### src/rtl/timer_pkg.sv
// Shared definitions for the countdown timer: FSM state encoding and the
// default prescaler, which gives one decrement per second at CLOCK_50.
package timer_pkg;

  typedef enum logic [1:0] {
    IDLE   = 2'd0,
    RUN    = 2'd1,
    PAUSED = 2'd2,
    DONE   = 2'd3
  } timer_state_e;

  localparam int DEFAULT_PRESCALE = 50_000_000;

endpackage

### src/rtl/countdown_timer_if.sv
// Control/status bundle of the countdown timer. The master side (buttons,
// switches) drives Load/Value/Start/Pause; the timer returns Q and flags.
interface countdown_timer_if #(
  parameter int WIDTH = 8
);
  logic             Load;
  logic [WIDTH-1:0] Value;
  logic             Start;
  logic             Pause;
  logic [WIDTH-1:0] Q;
  logic             Running;
  logic             Tick;
  logic             Done;

  modport master (
    output Load, Value, Start, Pause,
    input  Q, Running, Tick, Done
  );

  modport slave (
    input  Load, Value, Start, Pause,
    output Q, Running, Tick, Done
  );
endinterface

### src/rtl/tick_gen.sv
// Modulo-PRESCALE cycle counter. Tick flags the last count of a period so the
// owner can decide, in the same cycle, whether that period actually completes.
module tick_gen #(
  parameter int PRESCALE = 4
) (
  input  logic Clk,
  input  logic Clr,
  input  logic En,
  input  logic Sync,
  output logic Tick
);

  localparam int CW = (PRESCALE > 2) ? $clog2(PRESCALE) : 1;
  localparam logic [CW-1:0] LAST = CW'(PRESCALE - 1);

  logic [CW-1:0] cnt_q, cnt_d;

  // Next count: Sync restarts the period, En advances it and wraps at LAST.
  always_comb begin
    cnt_d = cnt_q;
    if (Sync) begin
      cnt_d = '0;
    end else if (En) begin
      cnt_d = (cnt_q == LAST) ? '0 : cnt_q + 1'b1;
    end
  end

  // Prescaler register, cleared asynchronously with the rest of the timer.
  always_ff @(posedge Clk or posedge Clr) begin
    if (Clr) cnt_q <= '0;
    else     cnt_q <= cnt_d;
  end

  assign Tick = (cnt_q == LAST);

endmodule

### src/rtl/countdown_timer.sv
// Loadable, pausable down-counter. Decrements Q once per PRESCALE cycles while
// running, pulses Tick after each decrement and parks in DONE at zero.
module countdown_timer
  import timer_pkg::*;
#(
  parameter int WIDTH    = 8,
  parameter int PRESCALE = DEFAULT_PRESCALE
) (
  input  logic         Clk,
  input  logic         Clr,
  countdown_timer_if.slave bus
);

  timer_state_e     state_q, state_d;
  logic [WIDTH-1:0] count_q, count_d;
  logic             tick_q, tick_d;
  logic             running_q, running_d;
  logic             done_q, done_d;

  logic prescaleLast;
  logic prescaleEn;
  logic prescaleSync;

  // The prescaler only advances in RUN on cycles that are not paused or
  // overridden by a load, so a pause holds it exactly where it stopped.
  assign prescaleEn   = (state_q == RUN) && !bus.Load && !bus.Pause;
  assign prescaleSync = bus.Load || ((state_q == IDLE) && (state_d == RUN));

  tick_gen #(.PRESCALE(PRESCALE)) u_tick_gen (
    .Clk  (Clk),
    .Clr  (Clr),
    .En   (prescaleEn),
    .Sync (prescaleSync),
    .Tick (prescaleLast)
  );

  // Next state, count and flags; Load beats Pause beats Start everywhere.
  always_comb begin
    state_d = state_q;
    count_d = count_q;
    tick_d  = 1'b0;
    if (bus.Load) begin
      count_d = bus.Value;
      state_d = IDLE;
    end else begin
      case (state_q)
        IDLE: begin
          if (!bus.Pause && bus.Start && (count_q != '0)) state_d = RUN;
        end
        RUN: begin
          if (bus.Pause) begin
            state_d = PAUSED;
          end else if (prescaleLast && (count_q != '0)) begin
            count_d = count_q - 1'b1;
            tick_d  = 1'b1;
            if (count_q == WIDTH'(1)) state_d = DONE;
          end
        end
        PAUSED: begin
          if (!bus.Pause && bus.Start) state_d = RUN;
        end
        DONE: begin
          state_d = DONE;
        end
        default: state_d = IDLE;
      endcase
    end
    running_d = (state_d == RUN);
    done_d    = (state_d == DONE);
  end

  // State and output registers; Clr drops everything to an empty IDLE.
  always_ff @(posedge Clk or posedge Clr) begin
    if (Clr) begin
      state_q   <= IDLE;
      count_q   <= '0;
      tick_q    <= 1'b0;
      running_q <= 1'b0;
      done_q    <= 1'b0;
    end else begin
      state_q   <= state_d;
      count_q   <= count_d;
      tick_q    <= tick_d;
      running_q <= running_d;
      done_q    <= done_d;
    end
  end

  assign bus.Q       = count_q;
  assign bus.Tick    = tick_q;
  assign bus.Running = running_q;
  assign bus.Done    = done_q;

endmodule

### src/flat_wrapper.sv
// flat-port wrapper written by rule: the top's interface ports become plain ports
module countdown_timer_flat import timer_pkg::*;
#(
  parameter int WIDTH    = 8,
  parameter int PRESCALE = DEFAULT_PRESCALE
)
  (Clk, Clr, bus_Load, bus_Value, bus_Start, bus_Pause, bus_Q, bus_Running, bus_Tick, bus_Done);
  countdown_timer_if #(.WIDTH(WIDTH)) bus_i ();
  input  logic Clk;
  input  logic Clr;
  input wire logic [$bits(bus_i.Load)-1:0] bus_Load;
  input wire logic [$bits(bus_i.Value)-1:0] bus_Value;
  input wire logic [$bits(bus_i.Start)-1:0] bus_Start;
  input wire logic [$bits(bus_i.Pause)-1:0] bus_Pause;
  output wire logic [$bits(bus_i.Q)-1:0] bus_Q;
  output wire logic [$bits(bus_i.Running)-1:0] bus_Running;
  output wire logic [$bits(bus_i.Tick)-1:0] bus_Tick;
  output wire logic [$bits(bus_i.Done)-1:0] bus_Done;
  assign bus_i.Load = bus_Load;
  assign bus_i.Value = bus_Value;
  assign bus_i.Start = bus_Start;
  assign bus_i.Pause = bus_Pause;
  assign bus_Q = bus_i.Q;
  assign bus_Running = bus_i.Running;
  assign bus_Tick = bus_i.Tick;
  assign bus_Done = bus_i.Done;
  countdown_timer #(.WIDTH(WIDTH), .PRESCALE(PRESCALE)) u_core (.Clk(Clk), .Clr(Clr), .bus(bus_i));
endmodule
### config.mk
export PLATFORM = sky130hd
export DESIGN_NAME = countdown_timer_flat
export DESIGN_NICKNAME = d
export VERILOG_FILES = /design/src/rtl/timer_pkg.sv /design/src/rtl/countdown_timer_if.sv /design/src/rtl/tick_gen.sv /design/src/rtl/countdown_timer.sv /design/src/flat_wrapper.sv
export SDC_FILE = /design/constraint.sdc
export NUM_CORES = 1
export LEC_CHECK = 0
export CORE_MARGIN = 5
export CORE_UTILIZATION = 35
export DETAILED_ROUTE_END_ITERATION = 7
export PLACE_DENSITY_LB_ADDON = 0.12
export REMOVE_ABC_BUFFERS = 1
export SLEW_MARGIN = 0
export SYNTH_ARGS = -nofsm -noshare
export SYNTH_HDL_FRONTEND = slang
export SYNTH_SLANG_ARGS = --single-unit
### constraint.sdc
create_clock -name Clk -period 2.03 [get_ports Clk]
set_clock_uncertainty 0.1 [all_clocks]
set_input_delay 0.5075 -clock Clk [delete_from_list [all_inputs] [get_ports Clk]]
set_output_delay 0.5075 -clock Clk [all_outputs]
set_load 0.03 [all_outputs]
# Word-level counts from Yosys, hierarchy flattened
# Cells that the tools add are included.
# W data, S select, Z words.
# op_classes
reduce_logical	15
n_eq_ne	8
mux	18
add_sub_neg	2
# op_table
operator	n
$mux W26	3
$mux W8	4
$add A26 B1 Y26 const B	1
$eq A26 B26 Y1 const B	1
$mux W2	6
$eq A8 B1 Y1 const B	1
$pmux W2 S4	1
$reduce_bool A8 Y1	1
$sub A8 B1 Y8 const B	1
$eq A2 B2 Y1 const B	3
$logic_and A1 B1 Y1	6
$reduce_bool A2 Y1	3
$eq A2 B1 Y1 const B	2
$mux W1	4
$reduce_and A3 Y1	1
$logic_not A1 Y1	2
$logic_not A2 Y1	1
$ne A2 B2 Y1 const B	1
$logic_or A1 B1 Y1	1
# totals
input_bits	13
out_inout_bits	11
word_cells	49
reg_bits	39

# Longest topological paths before layout
# depth
depth_word	10
mapped_depth	7
ltp_nobuf	6

# Hierarchy
# Synthesis repeated with hierarchy kept, for this count alone.
# hier_totals
cells_unflattened	232
hier_area_um2	2183.3
# by_module_without_submodules
mod	area_per_inst_um2	cells_each	instances	seq_area_each_um2
tick_gen	1427.6	149	1	650.6
countdown_timer	755.7	83	1	325.3

# Least setup slack after synthesis
# No wires, ideal clock.
# synth_timing
path_kind	input to register
from	input port bus_Pause
to	register u_core.count_q[3], in the netlist u_core.bus.Q[3]
setup_ps	82
n_path_buf	1
slack_ps	-276
t_arrival_ps	2125
cell_stages	6
t_required_ps	1848
cell_sequence	or3b_1 -> buf_6 -> nor4_4 -> nand3_2 -> or4_1 -> a31oi_1
# synth_via
elab_chain_len	2
# synth_lines
item	line_no	source
start, declared	flat_wrapper.sv:14	input wire logic [$bits(bus_i.Pause)-1:0] bus_Pause;
$ne A2 B2 Y1 (no line)	--	
$reduce_and A3 Y1 (no line)	--	
end signal, assigned	countdown_timer.sv:82	count_q <= count_d;
end, declared	countdown_timer.sv:15	logic [WIDTH-1:0] count_q, count_d;
# Every way passes these cells.
# A chain may end at the register's enable or synchronous reset.

# Worst setup path in the final report
# layout_timing
from	register u_core.u_tick_gen.cnt_q[1]
to	register u_core.u_tick_gen.cnt_q[18]
# layout_via
elab_chain_len	10
# layout_lines
item	line_no	source
start, declared	tick_gen.sv:16	logic [CW-1:0] cnt_q, cnt_d;
start signal, assigned	tick_gen.sv:31	else cnt_q <= cnt_d;
$eq A26 B26 Y1	tick_gen.sv:24, tick_gen.sv:34	
$logic_and A1 B1 Y1	countdown_timer.sv:53	end else if (prescaleLast && (count_q != '0)) begin
$mux W2	countdown_timer.sv:53	
$mux W2	countdown_timer.sv:51	if (bus.Pause) begin
$pmux W2 S4	countdown_timer.sv:46	case (state_q)
$mux W2	countdown_timer.sv:42	if (bus.Load) begin
$eq A2 B1 Y1	countdown_timer.sv:27	assign prescaleSync = bus.Load || ((state_q == IDLE) && (state_d == RUN));
$logic_and A1 B1 Y1	countdown_timer.sv:27	
$logic_or A1 B1 Y1	countdown_timer.sv:27	
$mux W26 or $reduce_bool A2 Y1 (tied branches)	--	
# Parallel ways exist; a longest one is shown, timed or not. The select of a mux whose other input is x is not followed.

==> out/qor.csv <==
metric;value;unit
ant diodes;0;
total number of vias;2383;
Avg Cell Area, Syn;8.77;um^2
post-synthesis register bit count;39;
floorplan row count;29;
post-synth top area share;0.428;
Synth area leader;dfrtp_1;
reg2reg end;u_core.u_tick_gen.cnt_q[18]$_DFFE_PP0P_;
Setup CP Type;flip-flop to flip-flop;
period utilisation layout;1.02;
Worst EP required;2.16;ns
min-delay worst type;input pin to asynchronous set/reset pin;
global-route wire length before repair;11100;um
# fillers;613;
Tot Pwr;1580;uW
vias in the first global route;2251;
leakage power;0.00155;uW
clk_lat worst skew;0.30;ns
Hold WS;0.459;ns
Remaining Overflow, GRT;0;
CTS Buf Count;5;
Switching Share;0.274;
Root Driver;clkbuf_8;
most frequent cells in the layout;buf_4, dfrtp_1, nor2_1;
fin crit period;2.07;ns
final WL;6700;um
GPL Wtd Cong;0.828;
Max Clock Freq;483;MHz
antenna violations before repair;0;
EDFF count, synth;0;
Max-Cap Viols;0;
number of detailed-route iterations in the first pass;4;
Critical Path End Type;flip-flop;
top cells by area, synth;dfrtp_1, a21oi_1, nand4_1, nor2_1, nand2_1;
Reg power frac;0.512;
via density per instance;5.33;
post-synthesis sequential area ratio;0.428;
die height;90.7;um
number of I/O pins;24;
final hold violations;0;
final instance area;3520;um^2
critical path arrival;2.20;ns
Util after Layout;0.555;
GRT Total Usage;0.163;
Slew Limit Fails;0;
post-detailed-route count of antenna-violating nets;0;
Max-slew headroom;0.738;
Mapped Area;2280;um^2
Final #Nets;385;
Setup Viol. Count Final;3;
Die Area;8230;um^2
DRC;0;
Sw Pwr;434;uW
status;finished with violations;
synth unique cells;48;
Core ar.;6350;um^2
layout cell share with drive strength beyond 1;0.357;
Post-DP Area;3110;um^2
RSZ-0062 raised after global routing;yes;
Startpoint Class;flip-flop;
Peak supply drop;0.306;mV
largest net degree at the start of global routing;40;
DRT iter0 DRCs;96;
Gate power share;0.159;
reg2reg setup slack;-0.04;ns
commonest non-fill, non-tap cell in the layout;buf_4;
Die Wd;90.7;um
TNS Setup;-0.0685;ns
Avg WL per Cell;15.0;um
Clock power frac;0.329;
dpl hpwl;4660;um
Starting Density;0.359;
Crit Path Max Fanout;4;
clock-pin slew on the worst setup and hold paths;0.08;ns
CTS Sinks;39;
R2R Path Start;u_core.u_tick_gen.cnt_q[1]$_DFFE_PP0P_;
yosys warns;0;
asr flop ratio synth;1.00;
H-tree depth;2;
pin slew with the least headroom to its limit;0.389;ns
r2r worst-path depth;9;
failing checks;setup timing;
Pint;1150;uW
Pwr Density;448;nW/um^2
Clock Path Buffers;2;
Post-Syn Instances;260;
PortBufs;23;
synth-to-layout area growth;54.5;%
Primary FF master, synth;dfrtp_1;
CTS tree;built;
final worst slack;-0.0422;ns
## stage by stage
stage,setup slack [ns],std cells
floorplan,-0.482,251
global placement,-0.594,422
detailed placement,-0.603,422
CTS,-0.0476,434
global route,-0.198,447
finish,-0.0422,447
## state kept, by name (all words and copies together) (netlist names)
signal and cells:
u_core.bus.Tick 1, u_core.bus.Done 1, u_core.bus.Q 8, u_core.bus.Running 1, u_core.u_tick_gen.cnt_q 26, u_core.state_q 2
## worst max path at each step
stage / startpoint / to / slack (ns) / cells past startpoint
2_1_floorplan: bus_Pause / u_core.bus.Q[3]$_DFFE_PP0P_ / -0.48 / 5
3_3_place_gp: bus_Pause / u_core.bus.Q[3]$_DFFE_PP0P_ / -0.59 / 6
3_5_place_dp: bus_Pause / u_core.bus.Q[3]$_DFFE_PP0P_ / -0.60 / 6
4_1_cts: u_core.u_tick_gen.cnt_q[9]$_DFFE_PP0P_ / u_core.bus.Q[3]$_DFFE_PP0P_ / -0.05 / 6
5_1_grt: u_core.u_tick_gen.cnt_q[1]$_DFFE_PP0P_ / u_core.bus.Q[3]$_DFFE_PP0P_ / -0.20 / 7
6_report: u_core.u_tick_gen.cnt_q[1]$_DFFE_PP0P_ / u_core.u_tick_gen.cnt_q[18]$_DFFE_PP0P_ / -0.04 / 9
## repair_timing
action                                  4_1_cts  5_1_grt
pin swaps                                    12        5
setup buffers                                 4       13
hold buffers                                  0        0
endpoints found under the setup margin       38       21
resized for setup                            26       32
## routing by layer
layer  track usage  part of all wire  vias up
li1              -                 -     1190
met1         0.233              0.49     1150
met2         0.254              0.47       39
met3        0.0342             0.039        4
met4        0.0335            0.0060        0
met5             0                 0        -
## worst max-delay path, cell delays in order, from the launching register on
cell,delay (ns)
dfrtp_1,0.39
ha_4,0.16
nand3_4,0.08
buf_4,0.15
buf_6,0.12
nor4_4,0.25
buf_4,0.18
nand3_2,0.08
or4_4,0.42
o21ai_2,0.07
## cells by family (layout without fill, tap and decap cells)
group / count (synthesis) / after routing / share of synthesized area
AO/OA/AOI/OAI: 59 / 59 / 0.148
XOR/XNOR: 9 / 9 / 0.0346
adder cells (fa/ha/maj): 3 / 3 / 0.0165
buffers and inverters: 17 / 127 / 0.0318
flip-flops: 39 / 39 / 0.428
multiplexers: 5 / 5 / 0.0225
AND/OR/NAND/NOR: 128 / 128 / 0.319
## power by group through the flow
stage          Sequential, uW  Clock, uW  Combinational (uW)
3_3_place_gp              824          0                 249
6_report                  809        520                 251
3_5_place_dp              823          0                 250
2_1_floorplan             859          0                75.9
5_1_grt                   812        580                 274
4_1_cts                   809        539                 247
## synthesized netlist by cell type, types with 2 or more instances
library cell,n
a21oi_1,24
xnor2_1,3
inv_1,7
clkbuf_1,6
a311oi_1,2
a31oi_1,5
and3_1,3
dfrtp_1,39
ha_1,3
mux2i_1,4
o22ai_1,3
a21o_1,2
nor4_4,2
nand4_1,17
or4_1,7
nand3b_1,3
and4_1,2
nor4bb_1,2
or3_1,6
xor2_1,6
nor2b_1,2
nor4_1,4
nand2_1,25
nor2_1,27
nor3_1,4
nand3_1,13
o21ai_0,17
and2_1,2
## cell type report
cell class / count / area, um^2 / share of cell area
Timing Repair Buffer: 111 / 916 / 0.260
Clock buffer: 7 / 76.3 / 0.0217
Multi-Input combinational cell: 204 / 1430 / 0.404
Tap cell: 77 / 96.3 / 0.0273
Sequential cell: 39 / 976 / 0.277
Inverter: 8 / 30.0 / 0.00852
Clock inverter: 1 / 5.00 / 0.00142
No activity file was read; power rests on OpenSTA's default activity.
